==> src/rtl/tl_pkg.sv <==
// rtl/tl_pkg.sv - lamp and phase codes shared by the traffic light scheduler
package tl_pkg;

  typedef enum logic [1:0] {
    GREEN  = 2'b00,
    YELLOW = 2'b01,
    LEFT   = 2'b10,
    RED    = 2'b11
  } lamp_e;

  typedef enum logic [3:0] {
    S0_A_GRN  = 4'd0,
    S1_A_YEL  = 4'd1,
    S2_A_LFT  = 4'd2,
    S3_A_LYEL = 4'd3,
    S4_B_GRN  = 4'd4,
    S5_B_YEL  = 4'd5,
    S6_B_LFT  = 4'd6,
    S7_B_LYEL = 4'd7,
    S8_WALK   = 4'd8,
    S9_EMG    = 4'd9
  } phase_e;

endpackage

==> src/rtl/tl_phase_timer.sv <==
// rtl/tl_phase_timer.sv - per-phase cycle counter, cleared on phase change, saturating
module tl_phase_timer #(
  parameter int CNT_W = 5
) (
  input  logic             clk,
  input  logic             reset_n,
  input  logic             clr_i,
  output logic [CNT_W-1:0] cnt_o
);

  localparam logic [CNT_W-1:0] CNT_MAX = {CNT_W{1'b1}};

  logic [CNT_W-1:0] cnt_q, cnt_d;

  always_comb begin
    cnt_d = cnt_q;
    if (clr_i) begin
      cnt_d = '0;
    end else if (cnt_q != CNT_MAX) begin
      cnt_d = cnt_q + 1'b1;
    end
  end

  always_ff @(posedge clk or negedge reset_n) begin
    if (!reset_n) begin
      cnt_q <= '0;
    end else begin
      cnt_q <= cnt_d;
    end
  end

  assign cnt_o = cnt_q;

endmodule

==> src/rtl/tl_phase_sched.sv <==
// rtl/tl_phase_sched.sv - timed A/B phase scheduler with left turns, walk phase and emergency preempt
module tl_phase_sched
  import tl_pkg::*;
#(
  parameter int YELLOW_CYC = 3,
  parameter int MIN_GREEN  = 5,
  parameter int MAX_GREEN  = 20,
  parameter int WALK_CYC   = 4,
  parameter int CNT_W      = 5
) (
  input  logic       clk,
  input  logic       reset_n,
  input  logic       Ta,
  input  logic       Tal,
  input  logic       Tb,
  input  logic       Tbl,
  input  logic       ped_req,
  input  logic       emg,
  output logic [1:0] La,
  output logic [1:0] Lb,
  output logic       ped_walk,
  output logic [3:0] phase
);

  localparam logic [CNT_W-1:0] YEL_END  = CNT_W'(YELLOW_CYC - 1);
  localparam logic [CNT_W-1:0] MIN_END  = CNT_W'(MIN_GREEN - 1);
  localparam logic [CNT_W-1:0] MAX_END  = CNT_W'(MAX_GREEN - 1);
  localparam logic [CNT_W-1:0] WALK_END = CNT_W'(WALK_CYC - 1);

  phase_e           state_q, state_d;
  logic             ped_q, ped_d;
  logic [CNT_W-1:0] t;
  logic             phase_chg;
  logic             min_met, max_hit, yel_done, walk_done;
  phase_e           eoc_target;

  tl_phase_timer #(
    .CNT_W (CNT_W)
  ) u_timer (
    .clk     (clk),
    .reset_n (reset_n),
    .clr_i   (phase_chg),
    .cnt_o   (t)
  );

  assign min_met    = (t >= MIN_END);
  assign max_hit    = (t >= MAX_END);
  assign yel_done   = (t >= YEL_END);
  assign walk_done  = (t >= WALK_END);
  assign eoc_target = ped_q ? S8_WALK : S0_A_GRN;

  // Green/left exit: emergency first, then the hard maximum, then gap-out on an idle sensor.
  always_comb begin
    state_d = state_q;
    case (state_q)
      S0_A_GRN:  if (emg || max_hit || (min_met && !Ta))  state_d = S1_A_YEL;
      S2_A_LFT:  if (emg || max_hit || (min_met && !Tal)) state_d = S3_A_LYEL;
      S4_B_GRN:  if (emg || max_hit || (min_met && !Tb))  state_d = S5_B_YEL;
      S6_B_LFT:  if (emg || max_hit || (min_met && !Tbl)) state_d = S7_B_LYEL;
      S1_A_YEL: begin
        if (yel_done) begin
          if (emg)      state_d = S9_EMG;
          else if (Tal) state_d = S2_A_LFT;
          else          state_d = S4_B_GRN;
        end
      end
      S3_A_LYEL: begin
        if (yel_done) state_d = emg ? S9_EMG : S4_B_GRN;
      end
      S5_B_YEL: begin
        if (yel_done) begin
          if (emg)      state_d = S9_EMG;
          else if (Tbl) state_d = S6_B_LFT;
          else          state_d = eoc_target;
        end
      end
      S7_B_LYEL: begin
        if (yel_done) state_d = emg ? S9_EMG : eoc_target;
      end
      S8_WALK: begin
        if (emg)            state_d = S9_EMG;
        else if (walk_done) state_d = S0_A_GRN;
      end
      S9_EMG: begin
        if (!emg) state_d = S0_A_GRN;
      end
      default: state_d = S9_EMG;
    endcase
  end

  assign phase_chg = (state_d != state_q);

  // Entering the walk consumes the request; a request during the walk re-arms it.
  always_comb begin
    ped_d = ped_q | ped_req;
    if (state_d == S8_WALK && state_q != S8_WALK) begin
      ped_d = 1'b0;
    end
  end

  always_ff @(posedge clk or negedge reset_n) begin
    if (!reset_n) begin
      state_q <= S0_A_GRN;
      ped_q   <= 1'b0;
    end else begin
      state_q <= state_d;
      ped_q   <= ped_d;
    end
  end

  always_comb begin
    La       = RED;
    Lb       = RED;
    ped_walk = 1'b0;
    case (state_q)
      S0_A_GRN:  La = GREEN;
      S1_A_YEL:  La = YELLOW;
      S2_A_LFT:  La = LEFT;
      S3_A_LYEL: La = YELLOW;
      S4_B_GRN:  Lb = GREEN;
      S5_B_YEL:  Lb = YELLOW;
      S6_B_LFT:  Lb = LEFT;
      S7_B_LYEL: Lb = YELLOW;
      S8_WALK:   ped_walk = 1'b1;
      default:   ;
    endcase
  end

  assign phase = state_q;

endmodule

==> config.mk <==
export PLATFORM = sky130hd
export DESIGN_NAME = tl_phase_sched
export DESIGN_NICKNAME = d
export VERILOG_FILES = /design/src/rtl/tl_pkg.sv /design/src/rtl/tl_phase_timer.sv /design/src/rtl/tl_phase_sched.sv
export SDC_FILE = /design/constraint.sdc
export NUM_CORES = 1
export LEC_CHECK = 0
export BUFFER_PORTS_ARGS = -buffer_cell sky130_fd_sc_hd__buf_2
export CAP_MARGIN = 20
export CORE_ASPECT_RATIO = 1.25
export CORE_MARGIN = 4
export CORE_UTILIZATION = 47
export CTS_CLUSTER_SIZE = 8
export DETAILED_ROUTE_END_ITERATION = 7
export PLACE_DENSITY = 0.81
export SLEW_MARGIN = 5
export SYNTH_ARGS = -nofsm -noshare
export SYNTH_HDL_FRONTEND = slang
export SYNTH_SLANG_ARGS = --single-unit
==> constraint.sdc <==
create_clock -name clk -period 1.8 [get_ports clk]
set_input_delay 0.09 -clock clk [delete_from_list [all_inputs] [get_ports clk]]
set_output_delay 0.09 -clock clk [all_outputs]
set_load 0.03 [all_outputs]
* Word level (Yosys, flattened, before mapping)
Index checks and enable logic that the tools add are counted.
Storage, ports and cells: register bits 10, bits of input ports 8, output and inout bits 9
Operators by class: add/subtract/negate cells 1, order comparisons 4, eq/ne operators 13, mux-type cells 25, bitwise gates (word level) 1, reduce and logical (&&, ||, !) cells 18
Operators with widths (count):
- 4-bit two-way mux | 17
- 4-bit case mux with 10 select lines | 1
- 4-bit by 3-bit == test with 1-bit output (second input constant) | 4
- 4-bit == test (second input constant) | 3
- 2-bit case mux with 3 select lines | 2
- 5-bit by 2-bit greater-or-equal comparator with 1-bit output (second input constant) | 2
- 5-bit two-way mux | 2
- 4-bit by 2-bit == test with 1-bit output (second input constant) | 2
- 5-bit by 1-bit adder with 5-bit output (second input constant) | 1
- 5-bit by 3-bit greater-or-equal comparator with 1-bit output (second input constant) | 1
- 5-bit greater-or-equal comparator (second input constant) | 1
- 1-bit logical AND | 5
- 1-bit logical OR | 5
- 5-bit inequality test (second input constant) | 1
- 4-bit by 1-bit == test with 1-bit output (second input constant) | 1
- 1-bit zero test | 4
- 4-bit zero test | 1
- 4-bit inequality test | 1
- 4-bit inequality test (second input constant) | 1
- 2-bit OR reduction | 2
- 3-bit two-way mux | 1
- 1-bit two-way mux | 2
- 2-bit nonzero test | 1
- 1-bit bitwise OR | 1

* Longest topological paths before layout
word-level depth 8, mapped depth 7

* Modules after synthesis
Synthesis repeated with hierarchy kept, for this count alone.
Unflattened totals: cell total of the unflattened synthesis 89, area, all modules 759.5 µm²
Modules (own cells, without submodules):
- tl_phase_sched | times used 1, cells each 69, area an instance 523.0 µm²
- tl_phase_timer | times used 1, cells each 20, area an instance 236.5 µm²

* Least setup slack after synthesis
Ideal clock, no wire load.
path type register to register, from register state_q[1] (netlist: phase[1]), to register u_timer.cnt_q[0] (netlist: u_timer.cnt_o[0]), arrival 2.312 ns, required time 1.728 ns, setup slack -0.584 ns, cell stages (with the launch flop) 7, path through dfrtp_1 clkbuf_1 nor4b_2 a311oi_1 o21a_1 a311o_1 nor2_1
On the way: longest elaborated chain between the ends 5, elaborated cells between the ends (all ways) 25
RTL lines:
- from (decl) | line tl_phase_sched.sv:30 | phase_e state_q, state_d;
- from (signal assigned) | line tl_phase_sched.sv:106 | state_q <= state_d;
- 4-bit two-way mux | line tl_phase_sched.sv:82 | else if (walk_done) state_d = S0_A_GRN;
- 4-bit two-way mux | line tl_phase_sched.sv:81 | if (emg) state_d = S9_EMG;
- 4-bit case mux with 10 select lines | line tl_phase_sched.sv:55 | case (state_q)
- 4-bit inequality test * | line tl_phase_sched.sv:91 | assign phase_chg = (state_d != state_q);
- 5-bit two-way mux or 2-bit nonzero test (tied branches)
- to (signal assigned) | line tl_phase_timer.sv:28 | cnt_q <= cnt_d;
- to (decl) | line tl_phase_timer.sv:13 | logic [CNT_W-1:0] cnt_q, cnt_d;
Mark *: on every way between the ends. The rest lies on a longest branch, timed or not. A chain may end at the register's enable or synchronous reset.

* Worst setup path after layout
from register u_timer.cnt_q[1] (netlist: u_timer.cnt_o[1]), to register u_timer.cnt_q[0] (netlist: u_timer.cnt_o[0])
On the way: longest elaborated chain between the ends 7, elaborated cells between the ends (all ways) 28
RTL lines (line):
- 5-bit greater-or-equal comparator or 5-bit by 3-bit greater-or-equal comparator with 1-bit output (tied branches) | tl_phase_sched.sv:47, tl_phase_sched.sv:46
- 1-bit logical OR, or another cell as far along
- 1-bit logical OR, on equally long branches
- 4-bit two-way mux, on equally long branches
- 4-bit case mux with 10 select lines | tl_phase_sched.sv:55
- 4-bit inequality test | tl_phase_sched.sv:91
- 5-bit two-way mux or 2-bit nonzero test (tied branches)
Several ways; a longest one is shown, not always the timed one.

==> impl_summary.md <==
GRT
In the global route stage, overall resource usage came out at ~18%. The number of global-route vias before repair is ~690. The wire length of the first global-routing pass is 3070 um.

The leftover overflow at the end of global routing is 0. The number of antenna violations at the first check in global routing is 0. The largest net degree at the start of global routing is 19.

Cells and area
Cells fill 63.9% of the core in the end. The final net count is 131. In the final layout, the share of cells above drive strength 1 is 34.5%. The sequential cells in the finished layout cover a total of 254 um2. The layout overhead on the synthesized area is 29.1%. The number of fill cells in the layout is 140. The footprint of the multi-input gates is 490 um2. Leaving out fill and tap cells, the most frequent cell in the layout is sky130_fd_sc_hd__buf_2. In the layout the commonest cells are 16 x sky130_fd_sc_hd__buf_2, 12 x sky130_fd_sc_hd__nor2_1, 12 x sky130_fd_sc_hd__buf_4. 0 antenna diodes ended up in the layout.

Status
The flow ran to the end, and the final reports show no timing, DRC or antenna violations.

Setup path
For this design, the slowest cell found on the critical path is sky130_fd_sc_hd__or4_4. The buffers plus inverters on the worst setup path is 0. The dominant delay contributor by cell family on the critical path is simple AND/OR/NAND/NOR gates. The nature of the critical path endpoint is a register. The worst setup path is launched from a register.

The critical path required time is 1.99 ns. In this design, the stage delay of the slowest critical-path cell is 0.54 ns. The endpoint of the most critical register-to-register path is u_timer.cnt_o[0]. The startpoint identified for the worst register-to-register timing path is u_timer.cnt_o[1]. The worst register-to-register path has a depth of 5.

The arrival time of data at the critical path endpoint is 1.94 ns. Traced cell by cell, the critical path runs through or4_4 > o211ai_1 > a21oi_1 > a311o_1 > nor2_1. Of all nets on the critical path, the largest fanout is 5. The slack of the worst reg-to-reg path is 0.05 ns. The worst setup path is of the register to register kind.

Die
The starting density of the core is 49.5%. The floorplan step set the die width to 44.3 um. The standard cell core area is 0.00156 mm2. The number of standard-cell rows in the floorplan is 16.

The die covers between 0.002 and 0.0025 mm2. The count of boundary I/O pins is 17. The die span in y is 53.4 um.

Yosys
Summed over its instances, the top area cell type makes up 32.4% of the synthesized netlist area. The fraction of the yosys area taken by sequential cells is 32.4%. The most used flip-flop cell after synthesis is sky130_fd_sc_hd__dfrtp_1. For this run, asynchronously set or reset flops after synthesis account for 100%.

The dominant cell type by area after synthesis is sky130_fd_sc_hd__dfrtp_1. Yosys mapped the design onto 36 distinct sky130hd cell types. Ranked by total cell area, the synthesized netlist is headed by sky130_fd_sc_hd__dfrtp_1 32%, sky130_fd_sc_hd__mux2i_1 6.5%, sky130_fd_sc_hd__nor2_1 5.8%, sky130_fd_sc_hd__ha_1 4.9%, sky130_fd_sc_hd__a21oi_1 3.9%. The synthesized netlist occupies a cell area of 773 um2. The count of flip-flops with a built-in enable after synthesis is 0. The number of nets handed over by synthesis was approximately 100. The number of warnings issued by yosys is 0.

Synthesis produced a netlist whose cell count is 93. Synthesis inferred 10 register bits. The average size of a mapped cell is between 8 and 9 um2.

Power
The design draws 1.75 mW. The register share of total power is 25.3%. The design internal power is 0.906 mW.

Across the VDD grid, the largest voltage drop is around 1100 uV. The analysis attributes to cell leakage a power of 0.463 nW. The clock network is responsible for 11.2% of the overall power.

The ratio of total power to cell area is roughly 1800 mW/mm2. The net switching component of the power is 0.845 mW. Net switching is 48.3% of the power. The combinational power share is 63.5%.

Timing
The final number of max-transition violations is 0. The worst slew margin relative to its limit is a little under three quarters. For the pin with the worst max-slew slack, the measured transition is between 0.4 and 0.5 ns. Setup repair after global routing could not meet its margin everywhere. Across the routed clock network, the largest skew measured is 0.00796 ns.

The number of endpoints with negative hold slack in the final report was 0. Setup total negative slack on the finished layout was measured at 0 ns. The clock period minus worst slack is 1.75 ns. Timing would allow up to approximately 570 MHz. In the finished design, the share of the clock period the worst path needs comes to 97.4%. The number of setup violations in the final report is 0.

Worst hold path
The startpoint of the tightest hold check path is ped_req. Counting instances, the worst hold path has a depth of 2. The worst hold path terminates at ped_q. The tightest min-delay check is of the input port to register type.

Clock network
CTS built an H-tree with a depth of 1. The TritonCTS sink count is 10. After clock tree synthesis, the clock-pin slew on the worst setup and hold paths is 0.07 ns. For the worst-skew pair, the clock arrives at the later sink with an insertion delay of 0.26 ns.

Clock tree synthesis selected as its root buffer the cell sky130_fd_sc_hd__clkbuf_4. The TritonCTS clock tree is yes. The longest clock path from root to sink contains 2 buffers. The number of CTS-inserted buffers is 3.

Route
Summing over every cut layer, the via total after detailed routing is 784. The detailed router's first-iteration violation count is 14. Dividing the detail-routed wire length by the instance count gives about 14 um. The post-route antenna net violation count is 0. After detailed routing, the total wire length is 1910 um. The iteration count of the initial detailed-routing pass is 4.

The mean number of vias per cell is roughly 5.7. The final routed DRC violation total is 0.

Flow run
The tool flagged a number of max-cap violations equal to 0.

Placement
The global placer's final weighted congestion is ~0.85. After legalization and detailed placement, the total HPWL measured 1490 um. Input and output buffers added on the ports amount to 16.
power by group through the flow:
| stage | Combinational [mW] | Clock, mW | Sequential (mW) |
|---|---|---|---|
| 2_1_floorplan | 0.776 | 0 | 0.465 |
| 3_3_place_gp | 1.07 | 0 | 0.436 |
| 3_5_place_dp | 1.09 | 0 | 0.447 |
| 4_1_cts | 1.11 | 0.201 | 0.444 |
| 5_1_grt | 1.21 | 0.221 | 0.459 |
| 6_report | 1.11 | 0.197 | 0.443 |
synthesized netlist by cell type, drive strengths merged (2+ instances only):
master  count
nor2b       3
a21oi       6
inv         4
or2         2
nor4        3
nor3        3
dfrtp      10
nand2       4
nand2b      2
ha          3
nor2       12
mux2i       5
or3         2
xor2        2
o21ai       6
clkbuf      6
worst max-delay path by stage:
| stage | startpoint | to | slack [ns] | cells after the start |
|---|---|---|---|---|
| after floorplan | phase[2] | u_timer.cnt_o[0] | -0.19 | 6 |
| after global placement | u_timer.cnt_o[4] | u_timer.cnt_o[4] | 0.05 | 5 |
| after detailed placement | u_timer.cnt_o[1] | u_timer.cnt_o[3] | -0.01 | 5 |
| after CTS | phase[3] | u_timer.cnt_o[3] | 0.02 | 5 |
| after global routing | u_timer.cnt_o[1] | u_timer.cnt_o[2] | -0.04 | 5 |
| final | u_timer.cnt_o[1] | u_timer.cnt_o[0] | 0.05 | 5 |
kinds of logic (layout without fill, tap and decap cells):
kind of cell	Yosys count	count (layout)	share of synthesized area [%]
and+or+nand+nor	38	38	26.9
AOI/OAI and AO/OA	23	23	19.7
buffers and inverters	11	37	6.31
DFF	10	10	32.4
muxes	5	5	6.47
adders and majority gates	3	3	4.85
xor gates and xnor gates	3	3	3.40
registers in the layout, summed over array words and instances, names as in the netlist:
name and cells:
phase 4, ped_q 1, u_timer.cnt_o 5
worst register-to-register path: stages, from the launching register on:
cell,delay [ns]
sky130_fd_sc_hd__dfrtp_1,0.38
sky130_fd_sc_hd__or4_4,0.54
sky130_fd_sc_hd__o211ai_1,0.18
sky130_fd_sc_hd__a21oi_1,0.09
sky130_fd_sc_hd__a311o_1,0.37
sky130_fd_sc_hd__nor2_1,0.13
layout make-up:
| type | instances | share of cell area, % |
|---|---|---|
| Timing Repair Buffer | 29 | 18.0 |
| Tap cell | 18 | 2.26 |
| Multi-Input combinational cell | 72 | 49.1 |
| Inverter | 4 | 1.50 |
| Sequential cell | 10 | 25.4 |
| Clock buffer | 4 | 3.63 |
metrics by stage:
stage	setup slack (ns)	instances	hold slack, ns	cell area, um2
6_report	0.0466	137	0.0485	998
2_1_floorplan	-0.192	93	-0.206	800
4_1_cts	0.0229	137	0.0458	998
5_1_grt	-0.0394	137	0.0584	998
3_3_place_gp	0.0492	132	-0.0456	945
3_5_place_dp	-0.0105	132	-0.0440	945
layer usage:
| metal | track usage [%] | vias to the layer above | share of wire, % |
|---|---|---|---|
| met5 | 0 | - | 0 |
| li1 | - | 387 | - |
| met1 | 19.3 | 377 | 41 |
| met4 | 1.51 | 0 | 0 |
| met3 | 6.12 | 0 | 4.6 |
| met2 | 34.0 | 20 | 54 |
what timing repair did:
action,CTS,global route
endpoints found under the setup margin,3,5
gates resized for setup,2,0
setup buffers,0,0
pin swaps,4,3
hold endpoints to repair,10,0
hold buffers,1,0
Note: power is estimated with default switching activity, not from simulation.
